`config.mk`:
```
export PLATFORM = sky130hd
export DESIGN_NAME = dmx512_rx
export DESIGN_NICKNAME = d
export VERILOG_FILES = /design/src/rtl/dmx_pkg.sv /design/src/rtl/dmx_rx_sync.sv /design/src/rtl/dmx512_rx.sv
export SDC_FILE = /design/constraint.sdc
export NUM_CORES = 1
export LEC_CHECK = 0
export CORE_MARGIN = 2
export CORE_UTILIZATION = 57
export DETAILED_ROUTE_END_ITERATION = 10
export GPL_TIMING_DRIVEN = 1
export PLACE_DENSITY = 0.78
export SLEW_MARGIN = 40
export SYNTH_ARGS = -nofsm -noshare
export SYNTH_HDL_FRONTEND = slang
export SYNTH_SLANG_ARGS = --single-unit
```
`constraint.sdc`:
```
create_clock -name clk -period 3.8 [get_ports clk]
set_input_delay 0.76 -clock clk [delete_from_list [all_inputs] [get_ports clk]]
set_output_delay 0.76 -clock clk [all_outputs]
set_load 0.005 [all_outputs]
```
`src/rtl/dmx_pkg.sv`:
```
// dmx_pkg: shared DMX512 constants and the receiver state encoding.
//
// Timing constants assume a 50 MHz system clock (200 cycles per 4 us bit).
// The transmitter timing constants also live here, so transmitter and
// receiver agree on one set of numbers.
package dmx_pkg;

    // Receiver timing
    localparam int DMX_BIT_CYCLES = 200;   // one 250 kbaud bit
    localparam int DMX_BREAK_MIN  = 4400;  // 88 us of continuous low
    localparam int DMX_MAB_MIN    = 400;   // 8 us mark-after-break

    // Transmitter timing
    localparam int DMX_TX_BREAK_CYCLES = 4600;  // 92 us break
    localparam int DMX_TX_MAB_CYCLES   = 600;   // 12 us MAB
    localparam int DMX_TX_SLOT_BITS    = 11;    // start + 8 data + 2 stop

    // Highest slot index: 0 is the start code, 1..512 are channels
    localparam logic [9:0] DMX_MAX_SLOT = 10'd512;

    // Counter widths
    localparam int DMX_LOW_RUN_W = 13;
    localparam int DMX_TIMER_W   = 16;

    typedef enum logic [2:0] {
        HUNT,
        BREAK,
        MAB,
        WAIT_EDGE,
        START,
        DATA,
        STOP1,
        STOP2
    } rx_state_t;

endpackage

```
`src/rtl/dmx_rx_sync.sv`:
```
// dmx_rx_sync: line conditioning for the DMX receiver.
//
// Brings the asynchronous DMX line into the clock domain through two flops,
// flags falling edges of the synchronized line, and counts consecutive low
// samples so the receiver can recognise a break regardless of its state.
//
// Ports:
//   clk, rst_n   system clock, asynchronous active-low reset
//   dmx_in       raw serial line, idle high
//   line         synchronized line (2 cycles behind dmx_in)
//   fall         one-cycle strobe on a high-to-low transition of line
//   break_hit    one-cycle strobe when the low run reaches BREAK_MIN
module dmx_rx_sync
    import dmx_pkg::*;
#(
    parameter int BREAK_MIN = DMX_BREAK_MIN
) (
    input  logic clk,
    input  logic rst_n,
    input  logic dmx_in,
    output logic line,
    output logic fall,
    output logic break_hit
);

    logic                     meta;
    logic                     line_q;
    logic                     line_d1;
    logic [DMX_LOW_RUN_W-1:0] low_run;

    // NOTE: the synchronizer resets to 1 (idle line) so that releasing reset
    // on a quiet line never looks like a falling edge.
    always_ff @(posedge clk or negedge rst_n) begin
        if (!rst_n) begin
            meta    <= 1'b1;
            line_q  <= 1'b1;
            line_d1 <= 1'b1;
            low_run <= '0;
        end else begin
            meta    <= dmx_in;
            line_q  <= meta;
            line_d1 <= line_q;
            // Saturates so a line held low forever cannot wrap and fake a
            // second break.
            if (line_q) begin
                low_run <= '0;
            end else if (low_run != '1) begin
                low_run <= low_run + 1'b1;
            end
        end
    end

    assign line      = line_q;
    assign fall      = line_d1 & ~line_q;
    // Exact match fires once per low run; the counter keeps climbing after.
    assign break_hit = (low_run == DMX_LOW_RUN_W'(BREAK_MIN));

endmodule

```
`src/rtl/dmx512_rx.sv`:
```
// dmx512_rx: DMX512 receiver.
//
// Recovers break, MAB, start code and up to 512 data slots from a 250 kbaud
// DMX line. Emits one strobe per good slot and one strobe when a packet
// closes (next break, or after slot 512).
//
// Ports:
//   clk, rst_n   system clock, asynchronous active-low reset
//   dmx_in       raw serial DMX line, asynchronous, idle high
//   slot_valid   one-cycle strobe: slot_addr/slot_data valid
//   slot_addr    slot index (0 = start code, 1..512 = channels)
//   slot_data    received slot byte
//   packet_end   one-cycle strobe: slot_count valid
//   slot_count   highest slot index received in the closed packet
//   frame_err    one-cycle strobe: bad stop bit or short MAB
//   rx_active    high from the end of a valid MAB until the packet closes
//
// Build option: define DMX_RX_START_CODE_FILTER_EN to drop every packet whose
// start code is not 8'h00 (no slot strobes, packet_end reports 0 slots).
module dmx512_rx
    import dmx_pkg::*;
#(
    parameter int BIT_CYCLES       = DMX_BIT_CYCLES,
    parameter int BREAK_MIN_CYCLES = DMX_BREAK_MIN,
    parameter int MAB_MIN_CYCLES   = DMX_MAB_MIN
) (
    input  logic       clk,
    input  logic       rst_n,
    input  logic       dmx_in,
    output logic       slot_valid,
    output logic [9:0] slot_addr,
    output logic [7:0] slot_data,
    output logic       packet_end,
    output logic [9:0] slot_count,
    output logic       frame_err,
    output logic       rx_active
);

    // Timer is cleared on each event and counts up; sampling points are
    // compared against these constants.
    localparam logic [DMX_TIMER_W-1:0] T_HALF = DMX_TIMER_W'(BIT_CYCLES / 2);
    localparam logic [DMX_TIMER_W-1:0] T_BIT  = DMX_TIMER_W'(BIT_CYCLES - 1);
    // Timer reads (high samples - 1) on the falling edge that ends the MAB.
    localparam logic [DMX_TIMER_W-1:0] T_MAB  = DMX_TIMER_W'(MAB_MIN_CYCLES - 1);

    logic line;
    logic fall;
    logic break_hit;

    dmx_rx_sync #(
        .BREAK_MIN (BREAK_MIN_CYCLES)
    ) u_sync (
        .clk       (clk),
        .rst_n     (rst_n),
        .dmx_in    (dmx_in),
        .line      (line),
        .fall      (fall),
        .break_hit (break_hit)
    );

    rx_state_t              state;
    rx_state_t              state_next;
    logic [DMX_TIMER_W-1:0] timer;
    logic [2:0]             bit_cnt;
    logic [7:0]             shift_reg;
    logic [9:0]             slot_idx;

    logic timer_clr;
    logic shift_en;
    logic slot_done;
    logic err;
    logic pkt_start;
    logic suppress;
    logic block_now;

    always_ff @(posedge clk or negedge rst_n) begin
        if (!rst_n) begin
            state <= HUNT;
        end else begin
            state <= state_next;
        end
    end

    // NOTE: every output of this block gets a default first, so no path
    // leaves a signal unassigned and no latch is inferred.
    always_comb begin
        state_next = state;
        timer_clr  = 1'b0;
        shift_en   = 1'b0;
        slot_done  = 1'b0;
        err        = 1'b0;
        pkt_start  = 1'b0;

        unique case (state)
            HUNT: ;
            BREAK: begin
                if (line) begin
                    state_next = MAB;
                    timer_clr  = 1'b1;
                end
            end
            MAB: begin
                if (fall) begin
                    timer_clr = 1'b1;
                    if (timer < T_MAB) begin
                        err        = 1'b1;
                        state_next = HUNT;
                    end else begin
                        pkt_start  = 1'b1;
                        state_next = START;
                    end
                end
            end
            WAIT_EDGE: begin
                if (fall) begin
                    state_next = START;
                    timer_clr  = 1'b1;
                end
            end
            START: begin
                // A start bit that is high again at mid-bit was a glitch.
                if (timer == T_HALF) begin
                    timer_clr  = 1'b1;
                    state_next = line ? WAIT_EDGE : DATA;
                end
            end
            DATA: begin
                if (timer == T_BIT) begin
                    timer_clr = 1'b1;
                    shift_en  = 1'b1;
                    if (bit_cnt == 3'd7) begin
                        state_next = STOP1;
                    end
                end
            end
            STOP1: begin
                if (timer == T_BIT) begin
                    timer_clr = 1'b1;
                    if (!line) begin
                        err        = 1'b1;
                        state_next = HUNT;
                    end else begin
                        state_next = STOP2;
                    end
                end
            end
            STOP2: begin
                if (timer == T_BIT) begin
                    timer_clr = 1'b1;
                    if (!line) begin
                        err        = 1'b1;
                        state_next = HUNT;
                    end else begin
                        slot_done  = 1'b1;
                        state_next = (slot_idx == DMX_MAX_SLOT) ? HUNT : WAIT_EDGE;
                    end
                end
            end
            default: state_next = HUNT;
        endcase

        // A break wins over anything in flight and drops the partial slot.
        if (break_hit) begin
            state_next = BREAK;
            timer_clr  = 1'b1;
            shift_en   = 1'b0;
            slot_done  = 1'b0;
            err        = 1'b0;
            pkt_start  = 1'b0;
        end
    end

`ifdef DMX_RX_START_CODE_FILTER_EN
    // Decided once per packet, when the start-code slot completes.
    always_ff @(posedge clk or negedge rst_n) begin
        if (!rst_n) begin
            suppress <= 1'b0;
        end else if (pkt_start) begin
            suppress <= 1'b0;
        end else if (slot_done && slot_idx == 10'd0) begin
            suppress <= (shift_reg != 8'h00);
        end
    end

    // Covers the start-code slot itself, before suppress has been updated.
    assign block_now = suppress | (slot_idx == 10'd0 && shift_reg != 8'h00);
`else
    assign suppress  = 1'b0;
    assign block_now = 1'b0;
`endif

    // NOTE: all state here uses non-blocking assignments so every register
    // sees the values from before the clock edge, whatever the order below.
    always_ff @(posedge clk or negedge rst_n) begin
        if (!rst_n) begin
            timer      <= '0;
            bit_cnt    <= '0;
            shift_reg  <= '0;
            slot_idx   <= '0;
            slot_valid <= 1'b0;
            slot_addr  <= '0;
            slot_data  <= '0;
            packet_end <= 1'b0;
            slot_count <= '0;
            frame_err  <= 1'b0;
            rx_active  <= 1'b0;
        end else begin
            slot_valid <= 1'b0;
            packet_end <= 1'b0;
            frame_err  <= err;

            if (timer_clr) begin
                timer <= '0;
            end else if (timer != '1) begin
                timer <= timer + 1'b1;
            end

            if (state != DATA) begin
                bit_cnt <= '0;
            end else if (shift_en) begin
                bit_cnt <= bit_cnt + 1'b1;
            end

            // LSB arrives first, so shift in from the top.
            if (shift_en) begin
                shift_reg <= {line, shift_reg[7:1]};
            end

            if (pkt_start) begin
                rx_active <= 1'b1;
                slot_idx  <= '0;
            end

            if (slot_done) begin
                slot_valid <= ~block_now;
                slot_addr  <= slot_idx;
                slot_data  <= shift_reg;
                if (slot_idx == DMX_MAX_SLOT) begin
                    packet_end <= 1'b1;
                    slot_count <= block_now ? 10'd0 : DMX_MAX_SLOT;
                    rx_active  <= 1'b0;
                end else begin
                    slot_idx <= slot_idx + 10'd1;
                end
            end

            // slot_idx is one past the highest good slot, so idx != 0 means
            // the open packet holds at least the start code.
            if (break_hit) begin
                rx_active <= 1'b0;
                if (rx_active && slot_idx != 10'd0) begin
                    packet_end <= 1'b1;
                    slot_count <= suppress ? 10'd0 : slot_idx - 10'd1;
                end
            end
        end
    end

endmodule
```
==> impl_metrics.json <==
{
  "fill_cells": 595,
  "tns_ns": 0,
  "critPathRequiredTime_ns": 4.05,
  "worst_slew_pin_slew_ns": 0.666,
  "nets": 458,
  "ys_seq_area_frac": 0.485,
  "reg_top3": "timer x16, u_sync.low_run x13",
  "regMostFlops": "timer",
  "hold_violations": 0,
  "overflow": 0,
  "crit_chain": "ha_1 > and4b_1 > and4_2 > nand4_1 > and2_1 > a211o_1",
  "cts_setup_buffers": 0,
  "start_util": 0.589,
  "met2_usage": 0.345,
  "rows": 32,
  "syn-num-nets": 434,
  "synth_cells": 423,
  "setup_violations": 0,
  "cap_violations": 0,
  "async_flop_share": 1.00,
  "grt_use_met3": 0.0322,
  "synth.distinct_cells": 65,
  "crit_slowest_cell": "ha_1",
  "vias": 3300,
  "drt-initial-drc-count": 173,
  "ant_nets": 0,
  "drt-total-wl_mm": 8.45,
  "drive_gt1_frac": 0.150,
  "worst_r2r_path_depth": 6,
  "final_common_cell": "dfrtp_1",
  "cp-end-kind": "flip-flop",
  "skew_ns": 0.0119,
  "grt_util_met1": 0.285,
  "antenna_found_initial": 0,
  "postLayoutCoreUtil": 0.663,
  "finalCritPeriodShare": 0.701,
  "p_int_uw": 1210,
  "power_density_nw_per_um2": 314,
  "r2r_end": "slot_idx[4]$_DFF_PN0_",
  "fmax_ghz": 0.375,
  "grt_setup_unrepaired": "false",
  "cp-startpoint": "timer[1]$_DFFE_PN0P_",
  "crit_fanout": 13,
  "cts_resized": 0,
  "drc_errors": 0,
  "core_region_area_um2": 7730,
  "slowest_delay_ns": 0.43,
  "fin_crit_ns": 2.66,
  "die_area_um2": 8710,
  "diodes": 0,
  "synth_ff_type": "dfrtp_1",
  "syn_area_um2": 4550,
  "cts_max_path_buffers": 2,
  "htreeDepth": 3,
  "largest_reg_flops": 16,
  "cts_tree": "done",
  "gr-max-usage-layer": "met2",
  "swShare": 0.251,
  "io_pins": 35,
  "cts.reportedPaths.clkPinSlew_ns": 0.09,
  "dieHeight_um": 93.3,
  "wl_per_cell_um": 15.3,
  "drtPass1Iterations": 4,
  "pwr-share-seq": 0.589,
  "cts_buffers": 9,
  "vias_per_cell": 5.96,
  "ys_ff_latch": 88,
  "cp_data_arrival_time_ns": 2.92,
  "synthToLayoutAreaGrowth_pct": 12.7,
  "hpwl_mm": 5.84,
  "io_buffers": 34,
  "status": "complete, no violations",
  "die_w_um": 93.3,
  "cp-start-kind": "flip-flop",
  "hold_class": "reg -> reg",
  "place_inst": 538,
  "root_buffer": "clkbuf_8",
  "track_usage": 0.213,
  "stdcell_count": 554,
  "cts_sinks": 88,
  "criticalPathCategory": "reg -> reg",
  "layout_common_cells": "dfrtp_1, nor2_1, clkdlybuf4s50_1, mux2_2, nand2_1",
  "final_max_slew_viol_count": 0,
  "synth_edf_count": 0,
  "gp_congestion": 0.865,
  "crit_end": "slot_idx[4]$_DFF_PN0_",
  "r2r_slack_ns": 1.14,
  "grt_pass1_vias": 3171,
  "yosys_warnings": 0,
  "combPwrFrac": 0.019,
  "cts_hold_buf": 0,
  "avgSynthCellArea_um2": 10.8,
  "clkPwrFrac": 0.392,
  "vdd_drop_max_uv": 177,
  "grt_max_degree": 89,
  "grt_pass1_wl_mm": 14.8,
  "slew_headroom": 0.556,
  "p_switching_uw": 405,
  "power_leakage_uw": 0.00235,
  "r2r-start": "timer[1]$_DFFE_PN0P_",
  "insertion_delay_ns": 0.37
}
## power by group through the flow
stage / Sequential, uW / Combinational (uW) / Clock, uW
after CTS: 948 / 32.2 / 646
final: 948 / 30.3 / 632
after detailed placement: 967 / 32.0 / 0
after floorplan: 963 / 11.5 / 0
after global routing: 950 / 37.0 / 690
after global placement: 967 / 30.2 / 0
## synthesized netlist by cell type (3+ instances only)
| cell | number | share of area |
|---|---|---|
| dfrtp_1 | 85 | 0.47 |
| nor2_1 | 42 | 0.035 |
| mux2_2 | 26 | 0.064 |
| nand2_1 | 22 | 0.018 |
| inv_1 | 19 | 0.016 |
| xor2_1 | 19 | 0.037 |
| a21oi_1 | 14 | 0.015 |
| o21ai_0 | 13 | 0.014 |
| nand3_1 | 12 | 0.013 |
| clkbuf_1 | 11 | 0.0091 |
| nor3_1 | 10 | 0.011 |
| buf_2 | 9 | 0.0099 |
| nand4_1 | 9 | 0.012 |
| and3_1 | 8 | 0.011 |
| ha_1 | 8 | 0.022 |
| xnor2_1 | 8 | 0.015 |
| a22o_1 | 6 | 0.012 |
| nor2b_1 | 6 | 0.0083 |
| o2111ai_1 | 6 | 0.012 |
| o211ai_1 | 6 | 0.0099 |
| a21o_1 | 5 | 0.0083 |
| or3_1 | 5 | 0.0069 |
| and4_1 | 4 | 0.0077 |
| and4b_1 | 4 | 0.0088 |
| mux2i_1 | 4 | 0.0088 |
| a31oi_1 | 3 | 0.0041 |
| and2_1 | 3 | 0.0041 |
| dfstp_2 | 3 | 0.017 |
| nand2b_1 | 3 | 0.0041 |
| nor3_2 | 3 | 0.0066 |
| o2bb2ai_1 | 3 | 0.0058 |
## critical path: cells and delay by family (launching register included)
kind	cells	cell delay, ns
and+or+nand+nor	4	1.40
adders and majority gates	1	0.43
AOI/OAI and AO/OA	1	0.32
DFF	1	0.40
## routing by layer
metal / up-vias / wire length, um
met3: 11 / 319
met5: - / 0
li1: 1578 / -
met4: 0 / 155
met2: 77 / 4170
met1: 1634 / 3810
## worst min path at each step
stage / end / from / depth (start not counted) / slack [ns]
after floorplan: u_sync.line$_DFF_PN1_ / u_sync.meta$_DFF_PN1_ / 0 / 0.35
after global placement: u_sync.line$_DFF_PN1_ / u_sync.meta$_DFF_PN1_ / 0 / 0.35
after detailed placement: u_sync.line$_DFF_PN1_ / u_sync.meta$_DFF_PN1_ / 0 / 0.35
after CTS: u_sync.line$_DFF_PN1_ / u_sync.meta$_DFF_PN1_ / 0 / 0.36
after global routing: u_sync.line$_DFF_PN1_ / u_sync.meta$_DFF_PN1_ / 0 / 0.37
final: u_sync.line$_DFF_PN1_ / u_sync.meta$_DFF_PN1_ / 0 / 0.36
## layout make-up
type	instances	area, um^2	share of cell area
multi-input combinational	293	2170	0.423
tap	102	128	0.0249
clock inverter	7	67.6	0.0132
sequential	88	2210	0.430
inverter	19	71.3	0.0139
timing repair buffer	36	359	0.0701
clock buffer	9	124	0.0242
## metrics by stage
stage          hold WS (ns)  worst slack, ns  power, uW  instance area [um^2]
2_1_floorplan         0.345             1.82        975                  4550
3_5_place_dp          0.351             1.20        999                  4930
5_1_grt               0.373            0.973       1680                  5120
4_1_cts               0.364             1.18       1630                  5120
6_report              0.362             1.14       1610                  5120
3_3_place_gp          0.345             1.32        997                  4930
## kinds of logic after synthesis
family | synth area share
and+or+nand+nor | 0.194
DFF | 0.485
AOI/OAI and AO/OA | 0.136
buffers and inverters | 0.0382
muxes | 0.0732
xor gates and xnor gates | 0.0520
adders and majority gates | 0.0220
(Power assumes the default switching activity.)
==> RTL change 1 (same flow settings) <==
`DMX_TIMER_W`: 16 -> 32.
--- a/src/rtl/dmx_pkg.sv
+++ b/src/rtl/dmx_pkg.sv
@@ -22,3 +22,3 @@
     localparam int DMX_LOW_RUN_W = 13;
-    localparam int DMX_TIMER_W   = 16;
+    localparam int DMX_TIMER_W   = 32;
 
Check against the original RTL: same outputs for any inputs over 10 cycles, from zero or initial values and one cycle with rst_n low; that may be too few to reach the edited logic, so the function may still have changed.
==> RTL change 1 against the original RTL <==
- power up 18%
- wire length up 32%
- design area up 18%
- setup slack worse by 0.029 ns
- sequential cell count up 16
- cell count up 27%
- sequential share of layout area down 0.076 points
- synthesized cell count up 29%
- via count up 27%
- area after synthesis up 19%
==> RTL change 1: results (changes against the original RTL) <==
outcome: "finished, final reports clean"
vias_per_cell: 5.991  # +0.58%
placed_cell_area_um2: 5841  # +18%
yosys.area.top_type_share_pct: 46.64  # -0.11 points
instances_no_fill: 701  # +27%
grt_pass1_vias: 4061  # +28%
cp_max_fo: 20  # +7
ys_top_cells_by_count: "dfrtp_1, nor2_1, nand2_1"
grt_pass1_wl_mm: 18.94  # +28%
top_regs: "timer (32), u_sync.low_run (13)"
fill_cells: 718  # +21%
met2_usage_pct: 37.60  # +3.1 points
dp.final_hpwl_mm: 7.506  # +29%
nets: 578  # +26%
reg2regPathDepth: 7  # +1
first_pass_iters: 5  # +1
syn_nets: 558  # +29%
synthXorXnorAreaFrac_pct: 5.010  # -0.19 points
p_leak_nw: 2.600  # +11%
grt_use_total_pct: 22.96  # +1.7 points
path_clk_slew_ns: 0.12  # +0.03 ns
dr_wl_met2_mm: 5.432  # +30%
use_met3_pct: 3.934  # +0.71 points
powerDensity_nw_per_um2: 313.0  # -0.41%
skew_ns: 0.01533  # +0.003444 ns
wl_per_cell_um: 15.89  # +4.1%
tightest_slew_ns: 0.7128  # +0.04703 ns
route.met3.wl_um: 452  # +42%
grt_use_met1_pct: 31.62  # +3.1 points
drive_gt1_share_pct: 11.71  # -3.3 points
worst_ep_arrival_time_ns: 2.96  # +0.04 ns
ir_drop_mv: 0.1916  # +8.0%
synth_compound_area_share_pct: 12.75  # -0.84 points
dp.cells: 685  # +27%
pre_cts_ws_ns: 1.137  # -0.06753 ns
portBuffers: 34  # unchanged
p_int_w: 0.001401  # +16%
ys_top_cells_by_area: "dfrtp_1, mux2_2, xnor2_1, nor2_1, nand2_1"
max_stage_delay_ns: 0.68  # +0.25 ns
met1_length_mm: 5.129  # +35%
yosysUniqueCellTypes: 60  # -7.7%
synth.avg_cell_area_um2: 9.907  # -7.9%
pg_comb_w: 0.0000332  # +9.6%
## RTL change 1: cell types whose count changed after synthesis, moves of 8 or more
cell      before  now
nand2_1       22   39
o22ai_1        0    8
or3_1          5   14
clkbuf_1      11   23
a211oi_1       2   15
nand3_1       12   27
a21oi_1       14   26
xnor2_1        8   24
xor2_1        19    7
dfrtp_1       85  101
## RTL change 1: worst paths after layout
kind | from | to | slack (ns)
setup / recovery | slot_idx[0] | slot_count[9] | 1.11
hold / removal | u_sync.meta | u_sync.line | 0.37
setup reg to reg | slot_idx[0] | slot_count[9] | 1.11
hold reg to reg | u_sync.meta | u_sync.line | 0.37
max in group asynchronous | rst_n | slot_idx[4] | 2.63
min in group asynchronous | rst_n | timer[23] | 0.40
## RTL change 1: final cells by class
class	instances	area (um^2)	share of cell area [%]
Multi-Input combinational cell	397	2630	43.36
Sequential cell	104	2606	42.97
Timing Repair Buffer	40	389.1	6.415
Tap cell	129	161.4	2.661
Clock buffer	9	123.9	2.042
Clock inverter	7	98.84	1.630
Inverter	15	56.30	0.9282
==> RTL change 2 (same settings) <==
Without the edit above. The output `frame_err` loses its register stage (`frame_err` becomes a continuous assignment). Comments in the files are not updated.
--- a/src/rtl/dmx512_rx.sv
+++ b/src/rtl/dmx512_rx.sv
@@ -204,3 +204,2 @@
             slot_count <= '0;
-            frame_err  <= 1'b0;
             rx_active  <= 1'b0;
@@ -209,3 +208,2 @@
             packet_end <= 1'b0;
-            frame_err  <= err;
 
@@ -258,2 +256,4 @@
 
+    assign frame_err = err;
+
 endmodule
Behaviour: same outputs for any inputs over 10 cycles, from zero or initial values and one cycle with rst_n low; that may be too few to reach the edited logic, so the function may still have changed.
==> RTL change 2 against the original RTL <==
- design area fell by 0.42%
- sequential cell count fell by 1
- wire length rose by 0.31%
- setup slack got worse by 0.69 ns
- worst hold slack got worse by 0.00096 ns
- fmax fell by 21%
- power barely moved
- area after synthesis fell by 0.55%
==> RTL change 2: results (changes against the original RTL) <==
path_clk_slew_ns: 0.09  # about the same
grt_pass1_wl_mm: 14.47  # -2.1%
p_leak_nw: 2.336  # -0.44%
synth-adder-area-share_pct: 2.212  # +0.012 points
crit_end: "frame_err"
ys_top_cells_by_area: "dfrtp_1, mux2_2, xor2_1, nor2_1, ha_1"
nets: 457  # -0.22%
clkPwrFrac_pct: 40.0  # +0.8 points
timing.rr.end: "slot_idx[4]"
synth_mux_area_share_pct: 7.356  # +0.040 points
sh_seq_area_pct: 42.73  # -0.31 points
dr_wl_met2_mm: 4.056  # -2.7%
grt_max_degree: 88  # -1.1%
max_stage_delay_ns: 0.53  # +0.10 ns
clk_share_pct: 3.824  # +0.089 points
worst_ep_arrival_time_ns: 2.60  # -0.32 ns
critPathTopFamily: "simple AND/OR/NAND/NOR gates"
max-slew-margin-rel_pct: 55.19  # -0.43 points
grt_use_total_pct: 21.21  # -0.094 points
grt_pass1_vias: 3091  # -2.5%
use_met3_pct: 4.754  # +1.5 points
multi_input_area_share_pct: 42.51  # +0.18 points
num_vias: 3211  # -2.7%
synth_seq_area_share_pct: 48.20  # -0.28 points
gp_congestion: 0.8709  # +0.71%
inverters_excl_clock: 19  # unchanged
clock_sinks: 87  # -1.1%
finalWirelength_mm: 8.477  # +0.31%
synth.avg_cell_area_um2: 10.72  # -0.31%
ir_drop_mv: 0.1858  # +4.7%
route.met3.wl_um: 241  # -24%
syn_nets: 433  # -0.23%
wl_per_cell_um: 15.33  # +0.49%
drive_gt1_share_pct: 15.08  # +0.033 points
ys_top_cells_by_count: "dfrtp_1, nor2_1, mux2_2"
met1_length_mm: 3.998  # +5.0%
fill_cells: 595  # unchanged
synth_compound_area_share_pct: 13.66  # +0.075 points
synthXorXnorAreaFrac_pct: 5.227  # +0.029 points
dp.cells: 537  # -0.19%
yosys_warnings: 0  # unchanged
dp.final_hpwl_mm: 5.806  # -0.54%
skew_ns: 0.01432  # +0.002437 ns
reg2reg_slack_ns: 1.11  # -0.03 ns
buffer_area_share_pct: 7.036  # +0.029 points
met2_usage_pct: 33.94  # -0.60 points
outcome: "finished, final reports clean"
drtIter0Drc: 154  # -11%
slowest_stage: "clkdlybuf4s50_1"
==> RTL change 2: cell count changes after synthesis <==
cell	before	now
dfrtp_1	85	84
==> RTL change 2: metrics by stage <==
stage | instance area (um^2) | power (W) | hold WS [ns] | util [%] | worst slack, ns
after floorplan | 4524 | 0.0009638 | 0.3452 | - | 1.720
after global placement | 4902 | 0.0009857 | 0.3464 | 63.44 | 0.9302
after detailed placement | 4906 | 0.0009870 | 0.3498 | 63.49 | 0.8718
after CTS | 5101 | 0.001631 | 0.3632 | 66.01 | 0.4512
after global routing | 5104 | 0.001673 | 0.3694 | 66.05 | 0.2963
final | 5104 | 0.001612 | 0.3614 | 66.05 | 0.4441
==> RTL change 2: worst register-to-register path, stage by stage (launching register included) <==
cell,delay [ns]
dfrtp_1,0.39
ha_1,0.43
and4b_1,0.33
and4_2,0.27
nand4_1,0.41
and2_1,0.44
a211o_1,0.32
